===== config.mk =====
export PLATFORM = sky130hd
export DESIGN_NAME = mips_prog_loader
export DESIGN_NICKNAME = d
export VERILOG_FILES = /design/src/rtl/mips_prog_loader.sv
export SDC_FILE = /design/constraint.sdc
export NUM_CORES = 1
export LEC_CHECK = 0
export CAP_MARGIN = 10
export CORE_ASPECT_RATIO = 1.5
export CORE_MARGIN = 3
export CORE_UTILIZATION = 39
export CTS_BUF_LIST = sky130_fd_sc_hd__clkbuf_16
export DETAILED_ROUTE_END_ITERATION = 16
export HOLD_SLACK_MARGIN = 0.06
export PLACE_DENSITY = 0.71
export SYNTH_ARGS = -nofsm -noshare
export SYNTH_HDL_FRONTEND = slang
export SYNTH_SLANG_ARGS = --single-unit

===== constraint.sdc =====
create_clock -name clk1 -period 2.6 [get_ports clk1]
set_input_delay 0.52 -clock clk1 [delete_from_list [all_inputs] [get_ports clk1]]
set_output_delay 0.52 -clock clk1 [all_outputs]
set_load 0.005 [all_outputs]

===== src/rtl/mips_prog_loader.sv =====
// Instruction memory loader: streams words into memory, then releases the
// processor from a cleared PC and reports done when it halts.
module mips_prog_loader #(
  parameter int          AW          = 10,
  parameter int          DEPTH       = 1024,
  parameter int          BASE_ADDR   = 0,
  parameter bit          REQUIRE_HLT = 1'b1,
  parameter logic [5:0]  HLT_OPC     = 6'h3f
) (
  input  logic          clk1,
  input  logic          rst_n,
  input  logic          load_req,
  input  logic          in_valid,
  output logic          in_ready,
  input  logic [31:0]   in_data,
  input  logic          in_last,
  output logic          mem_we,
  output logic [AW-1:0] mem_addr,
  output logic [31:0]   mem_wdata,
  output logic          cpu_pc_clr,
  output logic          cpu_run,
  input  logic          cpu_halted,
  output logic          busy,
  output logic          done,
  output logic          err,
  output logic [AW:0]   word_count,
  output logic [31:0]   checksum
);

  localparam logic [AW:0]   DEPTH_W = (AW+1)'(DEPTH);
  localparam logic [AW-1:0] BASE_W  = AW'(BASE_ADDR);

  typedef enum logic [2:0] {
    S_IDLE, S_LOAD, S_START, S_RUN, S_DONE, S_ERR
  } state_t;

  state_t        state, state_nxt;
  logic [AW-1:0] ptr;
  logic          hlt_seen;
  logic          accept;
  logic          hlt_now;
  logic          start;

  // Status outputs decode directly from registered state/count only.
  assign in_ready   = (state == S_LOAD) && (word_count < DEPTH_W);
  assign cpu_pc_clr = (state == S_START);
  assign cpu_run    = (state == S_RUN);
  assign busy       = (state == S_LOAD) || (state == S_START) || (state == S_RUN);
  assign done       = (state == S_DONE);
  assign err        = (state == S_ERR);

  assign accept  = in_ready && in_valid;
  // HLT check includes the word being accepted right now.
  assign hlt_now = hlt_seen || (in_data[31:26] == HLT_OPC);
  assign start   = load_req &&
                   ((state == S_IDLE) || (state == S_DONE) || (state == S_ERR));

  // State register.
  always_ff @(posedge clk1 or negedge rst_n) begin
    if (!rst_n) state <= S_IDLE;
    else        state <= state_nxt;
  end

  // Next-state decode.
  always_comb begin
    state_nxt = state;
    case (state)
      S_IDLE, S_DONE, S_ERR: if (load_req) state_nxt = S_LOAD;
      S_LOAD: begin
        if (in_valid && (word_count == DEPTH_W))
          state_nxt = S_ERR;
        else if (accept && in_last)
          state_nxt = (REQUIRE_HLT && !hlt_now) ? S_ERR : S_START;
      end
      S_START: state_nxt = S_RUN;
      S_RUN:   if (cpu_halted) state_nxt = S_DONE;
      default: state_nxt = S_IDLE;
    endcase
  end

  // Write port, pointer, counters and HLT tracking; writes land one cycle after accept.
  always_ff @(posedge clk1 or negedge rst_n) begin
    if (!rst_n) begin
      mem_we     <= 1'b0;
      mem_addr   <= '0;
      mem_wdata  <= '0;
      ptr        <= BASE_W;
      word_count <= '0;
      checksum   <= '0;
      hlt_seen   <= 1'b0;
    end else begin
      mem_we <= accept;
      if (start) begin
        ptr        <= BASE_W;
        word_count <= '0;
        checksum   <= '0;
        hlt_seen   <= 1'b0;
      end else if (accept) begin
        mem_addr   <= ptr;
        mem_wdata  <= in_data;
        ptr        <= ptr + 1'b1;
        word_count <= word_count + 1'b1;
        checksum   <= checksum + in_data;
        hlt_seen   <= hlt_now;
      end
    end
  end

endmodule


* Word-level counts from Yosys, hierarchy flattened
Index checks and enable logic that the tools add are counted.
** Cells by class
- Add/sub/neg operators :: 3
- Multiply operators :: 0
- Divide/modulo/power cells :: 0
- Magnitude comparators :: 1
- Equality and inequality tests :: 10
- Shift operators :: 0
- Muxes and demuxes :: 14
- Bitwise operators :: 1
- Reductions and logical operators :: 15
** Operators by type and width (number)
- 2-to-1 mux 32 bit :: 2
- adder 32 bit :: 1
- 2-to-1 mux 11 bit :: 2
- 2-to-1 mux 10 bit :: 2
- 2-to-1 mux 3 bit :: 5
- one-hot mux 3 bit (4 select lines) :: 1
- adder 11 x 1 -> 11 bit, second input constant :: 1
- equality test 11 bit, second input constant :: 1
- less-than comparator 11 bit, second input constant :: 1
- adder 10 x 1 -> 10 bit, second input constant :: 1
- equality test 3 x 2 -> 1 bit, second input constant :: 2
- equality test 3 bit, second input constant :: 2
- equality test 6 bit, second input constant :: 1
- logical AND 1 bit :: 5
- logical OR 1 bit :: 5
- equality test 3 x 1 -> 1 bit, second input constant :: 1
- zero test 3 bit :: 1
- != test 3 x 1 -> 1 bit, second input constant :: 1
- AND reduction 3 bit :: 1
- OR reduction 3 bit :: 1
- 2-to-1 mux 1 bit :: 2
- != test 2 x 1 -> 1 bit, second input constant :: 1
- != test 2 bit, second input constant :: 1
- AND reduction 2 bit :: 1
- 2 further kinds :: 2
** Word-level totals
- Flip-flop bits (word level) :: 100
- Latch bits :: 0
- Memory bits (writable) :: 0
- Memory bits (read-only) :: 0
- Input port bits :: 38
- Output and inout port bits :: 92
- Word-level logic and storage cells :: 52
- Memories :: 0

* Depth between registers and ports, before layout
Gate-level depths: netlist of run 1.
- Depth after elaboration :: 7
- Depth in mapped cells :: 12

* Worst setup path after synthesis of run 1
Ideal clock, no wire load.
- Path type :: input-to-reg
- Start :: in in_data[0]
- End :: reg checksum[18]
- Arrival :: 2.773 ns
- Slack :: -0.299 ns
- Stages :: 12
- Path buffers :: 0
- Path through :: ha_1 > inv_1 > fa_1 > nor2b_4 > o2111ai_2 > a2111oi_1 > or3_1 > a21o_1 > a21o_1 > a21oi_2 > mux2i_1 > a311o_1
** Between the ends
- Word-level cells in the longest chain between the ends :: 3
** RTL lines
- from (decl) :: line 15 : input logic [31:0] in_data,
- adder 32 bit :: line 103 : checksum <= checksum + in_data;
- 2-to-1 mux 32 bit :: line 98 : end else if (accept) begin
- 2-to-1 mux 32 bit :: line 93 : if (start) begin
- to (signal assigned) :: line 103
- to (decl) :: line 27 : output logic [31:0] checksum
Every way passes these cells. The select of a mux whose other input is x is not followed.
A chain may end at the register's enable or synchronous reset.

* Worst setup path after layout of run 1
- Start :: reg checksum[0]
- End :: reg checksum[18]
** Between the ends
- Word-level cells in the longest chain between the ends :: 3
** RTL lines (line)
- adder 32 bit :: 103
- 2-to-1 mux 32 bit :: 98
- 2-to-1 mux 32 bit :: 93
Every way passes these cells. The select of a mux whose other input is x is not followed.

==> flow_summary.json, run 1 <==
{
  "status": "finished, violations left",
  "violations": "negative setup slack",
  "power.internal_mw": 5.51,
  "maxClockFrequency_mhz": 382,
  "netlist_top_cells_area": "dfrtp_1, nand2_1, ha_1",
  "setup_violations": 2,
  "syn_to_final_growth_pct": 47.8,
  "critPathSlowestCell": "or3_1",
  "gp_congestion": 0.884,
  "grt_antenna_before_repair": 1,
  "hpwl_um": 11700,
  "ys.flop_type": "dfrtp_1",
  "cp_top_family": "compound AO/OA/AOI/OAI gates",
  "synth.most_common_cell": "nand2_1",
  "p_seq_share_pct": 27.6,
  "drt_iter0_markers": 243,
  "p_clk_share_pct": 14.9,
  "ant_nets": 0,
  "grtUsageTotal_pct": 20.2,
  "cpPeakStageDelay_ns": 0.42,
  "first_pass_iters": 5,
  "row_count": 53,
  "dieArea_mm2": 0.0161,
  "postLayoutSetupSlackWorst_ns": -0.0183,
  "cap_violations": 0,
  "grt-ovfl-total": 0,
  "fillCellCount": 1265,
  "final_nets": 944,
  "ys_ff_latch": 100,
  "clock_skew_ns": 0.00842,
  "worstPathRequired_ns": 2.82,
  "hold_viol": 0,
  "cts.path.max_buffers": 2,
  "worst_pin_slew_ns": 0.595,
  "wl_per_cell_um": 15.1,
  "syn_area_mm2": 0.00571,
  "max_slew_margin_pct": 60.3,
  "worst-endpoint-arrival_ns": 2.84,
  "synth_top_area_cell": "dfrtp_1",
  "port_buffers": 129,
  "endpoint_kind": "flop",
  "initial_core_util_pct": 40.2,
  "avgSynthCellArea_um2": 8.54,
  "crit_top_cell": "a21o_1",
  "p_per_area_mw_per_mm2": 1070,
  "top_level_ports": 130,
  "drc": 0,
  "leakage_nw": 3.97,
  "clk_latency_ns": 0.35,
  "whs_ns": 0.154,
  "power_frac_comb_pct": 57.5,
  "async_flop_share_pct": 100,
  "drive_gt1_share_pct": 18.8,
  "synth_common_cells": "nand2_1, dfrtp_1, o21ai_0, nand3_1, nor2_1",
  "netSwitchingFraction_pct": 39.1,
  "wl_um": 16200,
  "dieHeight_um": 154,
  "ir_drop_mv": 0.707,
  "syn_inst": 668,
  "grt_max_degree": 114,
  "cts.sinks": 100,
  "yosysSeqAreaShare_pct": 43.9,
  "start_kind": "flop",
  "cts_buffers": 9,
  "ys_warn_count": 0,
  "min_path_type": "input port to async pin",
  "cp_max_fo": 3,
  "root_buffer": "clkbuf_16",
  "final_max_slew_viol_count": 0,
  "vias_per_cell": 5.05,
  "synth_edf_count": 0,
  "cts_tree": "yes",
  "critPathBufInv": 1,
  "syn_nets": 741,
  "grt_setup_unrepaired": "true",
  "grt_first_pass_wirelength_um": 26800,
  "crit_chain": "ha_4 -> inv_2 -> fa_2 -> nor2b_4 -> o2111ai_4 -> a2111oi_4 -> or3_1 -> a21o_1 -> a21o_1 -> a21oi_2 -> mux2i_1 -> a311o_1",
  "grt_pass1_vias": 5442,
  "critical_path_class": "flop to flop",
  "fp.coreArea_mm2": 0.0142,
  "synth_cell_types": 53,
  "synth_top_area_share_pct": 43.9,
  "htree_levels": 3,
  "p_sw_mw": 3.54,
  "fin_crit_sh_pct": 101,
  "min_period_ns": 2.62,
  "cts.clk_slew.worst_paths_ns": 0.07,
  "die_w_um": 105,
  "holdBufCountCts": 0,
  "vias": 5395,
  "fin_tns_setup_ns": -0.0191
}
[worst paths after layout]
| path | startpoint | to | slack [ns] | depth (start not counted) |
|---|---|---|---|---|
| min in group clk1 | in_data[22] | mem_wdata[22] | 0.43 | 3 |
| worst min-delay path | rst_n | state[1] | 0.15 | 1 |
| worst max register to register | checksum[0] | checksum[18] | -0.02 | 12 |
| worst min register to register | mem_wdata[15] | mem_wdata[15] | 0.47 | 2 |
| max in group asynchronous | rst_n | checksum[15] | 1.70 | 2 |
| worst max-delay path | checksum[0] | checksum[18] | -0.02 | 12 |
[logic make-up after synthesis]
group | after synthesis | share of synthesized area [%]
buffers and inverters | 53 | 3.64
DFF | 100 | 43.9
and+or+nand+nor | 292 | 22.2
muxes | 2 | 0.373
xor gates and xnor gates | 40 | 6.14
adders and majority gates | 35 | 7.81
AOI/OAI and AO/OA | 146 | 15.9
[final cells by class]
class | instances | area [µm²] | area share, %
multi-input cells | 515 | 3290 | 39.0
flip-flops and latches | 100 | 2500 | 29.7
repair buffers | 228 | 2040 | 24.2
well taps | 192 | 240 | 2.85
clock buffers | 9 | 225 | 2.67
clock inverters | 7 | 65.1 | 0.772
inverters | 17 | 63.8 | 0.757
diodes | 1 | 2.50 | 0.0297
[flip-flops by register name, indices dropped and copies added, names as in the netlist]
signal      flops
mem_we          1
state           3
checksum       32
mem_addr       10
word_count     11
hlt_seen        1
ptr            10
mem_wdata      32
[layer usage]
metal | GRT usage, % | up-vias | part of all wire [%]
li1 | - | 2694 | -
met1 | 23.8 | 2558 | 40
met2 | 37.1 | 126 | 54
met3 | 3.61 | 17 | 4.2
met4 | 6.07 | 0 | 1.7
met5 | 0 | - | 0
[placed cells by master (no fill, tap or decap), types with 4 or more instances in the layout]
master             n
nor2_1            39
a21oi_1           34
nand4_1           12
o21ai_0           44
nand2_1          163
nand3_1           46
nand2b_1           6
inv_1             14
clkdlybuf4s50_1  112
xnor2_1           16
ha_1              21
dlygate4sd2_1     12
xor2_1            23
and3_1             5
a21oi_2            6
o211ai_1           6
or3_1              4
buf_4             98
nor3_1             5
o21bai_1           5
ha_4              12
clkbuf_16          9
o21ai_1            4
a21o_1            16
dfrtp_1          100
[power by group through the flow]
| stage | Combinational [mW] | Sequential [mW] | Clock (mW) |
|---|---|---|---|
| 2_1_floorplan | 2.45 | 2.48 | 0 |
| 3_3_place_gp | 4.80 | 2.48 | 0 |
| 3_5_place_dp | 4.87 | 2.50 | 0 |
| 4_1_cts | 5.12 | 2.50 | 1.38 |
| 5_1_grt | 5.76 | 2.58 | 1.44 |
| 6_report | 5.20 | 2.50 | 1.35 |
[what timing repair did]
action	in CTS	in global routing
pin swaps	26	21
cloned	0	0
setup endpoints to repair	18	14
setup buffers	6	4
resized for setup	42	16
[per-stage QoR]
step	total power, mW	std cells	cell area, µm²	worst slack (ns)	utilization [%]
6_report	9.05	1069	8430	-0.0183	59.4
5_1_grt	9.78	1069	8430	-0.171	59.4
4_1_cts	9.00	1064	8330	-0.116	58.7
3_5_place_dp	7.37	1042	7810	-0.813	55.0
3_3_place_gp	7.28	1042	7810	-0.787	55.0
2_1_floorplan	4.93	668	5730	-0.0596	-
[worst reg2reg max path: stages, from the launching register on]
cell and delay [ns]:
dfrtp_1 0.41, ha_4 0.17, inv_2 0.04, fa_2 0.22
nor2b_4 0.06, o2111ai_4 0.23, a2111oi_4 0.11, or3_1 0.42
a21o_1 0.17, a21o_1 0.17, a21oi_2 0.13, mux2i_1 0.08
a311o_1 0.28
Note: power is estimated with default switching activity, not from simulation.
==> run 2: changes to the inputs <==
--- a/config.mk
+++ b/config.mk
@@ -7,7 +7,6 @@
 export LEC_CHECK = 0
 export CAP_MARGIN = 10
 export CORE_ASPECT_RATIO = 1.5
-export CORE_MARGIN = 3
 export CORE_UTILIZATION = 39
 export CTS_BUF_LIST = sky130_fd_sc_hd__clkbuf_16
 export DETAILED_ROUTE_END_ITERATION = 16
==> flow_summary.json, run 2 (synthesis gave the netlist of run 1 again) <==
{
  "fin_crit_sh_pct": 102,
  "setup_violations": 4,
  "worst-endpoint-arrival_ns": 2.87,
  "root_buffer": "clkbuf_16",
  "regArea_mm2": 0.00250,
  "leakage_nw": 4.08,
  "multi_input_area_mm2": 0.00332,
  "whs_ns": 0.0968,
  "grt_antenna_before_repair": 0,
  "hold_viol": 0,
  "vias_per_cell": 5.14,
  "p_per_area_mw_per_mm2": 1070,
  "grt_max_degree": 83,
  "endpoint_kind": "flop",
  "syn_to_final_growth_pct": 51.0,
  "row_count": 53,
  "reg_top3": "checksum x32, mem_wdata x32, word_count x11",
  "dieHeight_um": 150,
  "cp_max_fo": 3,
  "place_area_mm2": 0.00792,
  "maxClockFrequency_mhz": 378,
  "ir_drop_mv": 0.557,
  "drive_gt1_share_pct": 20.9,
  "cts_tree": "yes",
  "layout_common_cells": "nand2_1, buf_4, clkdlybuf4s50_1",
  "fp.coreArea_mm2": 0.0141,
  "min_period_ns": 2.65,
  "cap_violations": 0,
  "final_nets": 963,
  "fin_tns_setup_ns": -0.129,
  "dieArea_mm2": 0.0151,
  "top_level_ports": 130,
  "status": "finished, violations left",
  "wl_per_cell_um": 15.3,
  "holdBufCountCts": 0,
  "final_max_slew_viol_count": 0,
  "first_pass_iters": 4,
  "max_slew_margin_pct": 70.9,
  "port_buffers": 129,
  "cts.sinks": 100,
  "min_path_type": "input port to async pin",
  "cts.path.max_buffers": 2,
  "grt_setup_unrepaired": "true",
  "worstPathRequired_ns": 2.82,
  "final_area_mm2": 0.00861,
  "start_kind": "input port",
  "wl_um": 16600,
  "grt_first_pass_wirelength_um": 26800,
  "drt_iter0_markers": 208,
  "utilization_pct": 61.0,
  "violations": "negative setup slack",
  "hpwl_um": 11900,
  "critical_path_class": "input port to flop",
  "htree_levels": 3,
  "postLayoutSetupSlackWorst_ns": -0.0488,
  "cts.clk_slew.worst_paths_ns": 0.07,
  "die_w_um": 101,
  "grtUsageTotal_pct": 22.5,
  "worst_pin_slew_ns": 0.434,
  "initial_core_util_pct": 40.4,
  "cts_buffers": 9,
  "layout_commonest_cell": "nand2_1",
  "fillCellCount": 1228,
  "grt-ovfl-total": 0,
  "gp_congestion": 0.898,
  "grt_pass1_vias": 5667,
  "diodes": 0,
  "vias": 5585,
  "drc": 0,
  "clock_skew_ns": 0.00928,
  "clk_latency_ns": 0.35,
  "ant_nets": 0
}
-- run 2: changes by cell type in the layout (fill, tap and decap cells not counted), sizes merged --
cell and change:
buf +18, inv -3, clkinv +2, clkdlybuf4s15 +1, clkinvlp +1, diode -1, dlygate4sd2 -1, dlymetal6s2s +1
-- run 2: per-layer routing --
metal  global-route usage (%)  part of all wire (%)  vias up
li1                         -                     -     2737
met1                     25.0                    40     2678
met2                     41.7                    53      140
met3                     4.41                   4.1       30
met4                     8.55                   2.4        0
met5                        0                     0        -
-- run 2: final cells by class --
cell class              count  share of cell area [%]
multi-input cells         515                    38.6
flip-flops and latches    100                    29.1
repair buffers            247                    25.5
well taps                 192                    2.79
clock buffers               9                    2.61
inverters                  17                   0.741
clock inverters             7                   0.697
-- run 2: worst paths after layout --
path	from	endpoint	slack, ns	cells after the start
min in group clk1	in_data[22]	mem_wdata[22]	0.46	3
max reg2reg	checksum[1]	checksum[29]	-0.03	11
max	in_data[1]	checksum[29]	-0.05	12
max in group asynchronous	rst_n	mem_wdata[17]	1.87	2
min	rst_n	state[2]	0.1	1
min reg2reg	mem_wdata[16]	mem_wdata[16]	0.47	2
-- run 2: power breakdown --
part / switching (mW) / leakage [nW] / internal, mW / total [mW]
Combinational: 2.53 / 2.65 / 2.86 / 5.38
Clock: 0.657 / 0.135 / 0.665 / 1.32
Sequential: 0.432 / 1.30 / 2.08 / 2.52
Total: 3.62 / 4.08 / 5.61 / 9.22
-- run 2: critical path: stages --
cell and delay [ns]:
dlygate4sd2_1 0.26, ha_1 0.34, a211oi_2 0.28, o21bai_2 0.14
buf_4 0.15, o2111ai_1 0.19, nand2b_1 0.12, a21o_1 0.19
a21o_1 0.23, a31oi_2 0.20, xor2_1 0.16, o21ai_0 0.08
-- run 2: what timing repair did --
action,in CTS,in global routing
pin swaps,25,27
setup buffers,6,8
endpoints found under the setup margin,18,15
resized for setup,44,20
-- run 2: stage by stage --
step	total power [mW]	worst slack (ns)	std cells
floorplan	4.93	-0.0596	668
global placement	7.33	-0.810	1057
detailed placement	7.46	-0.818	1057
CTS	9.07	-0.127	1079
global route	9.92	-0.185	1087
finish	9.22	-0.0488	1087
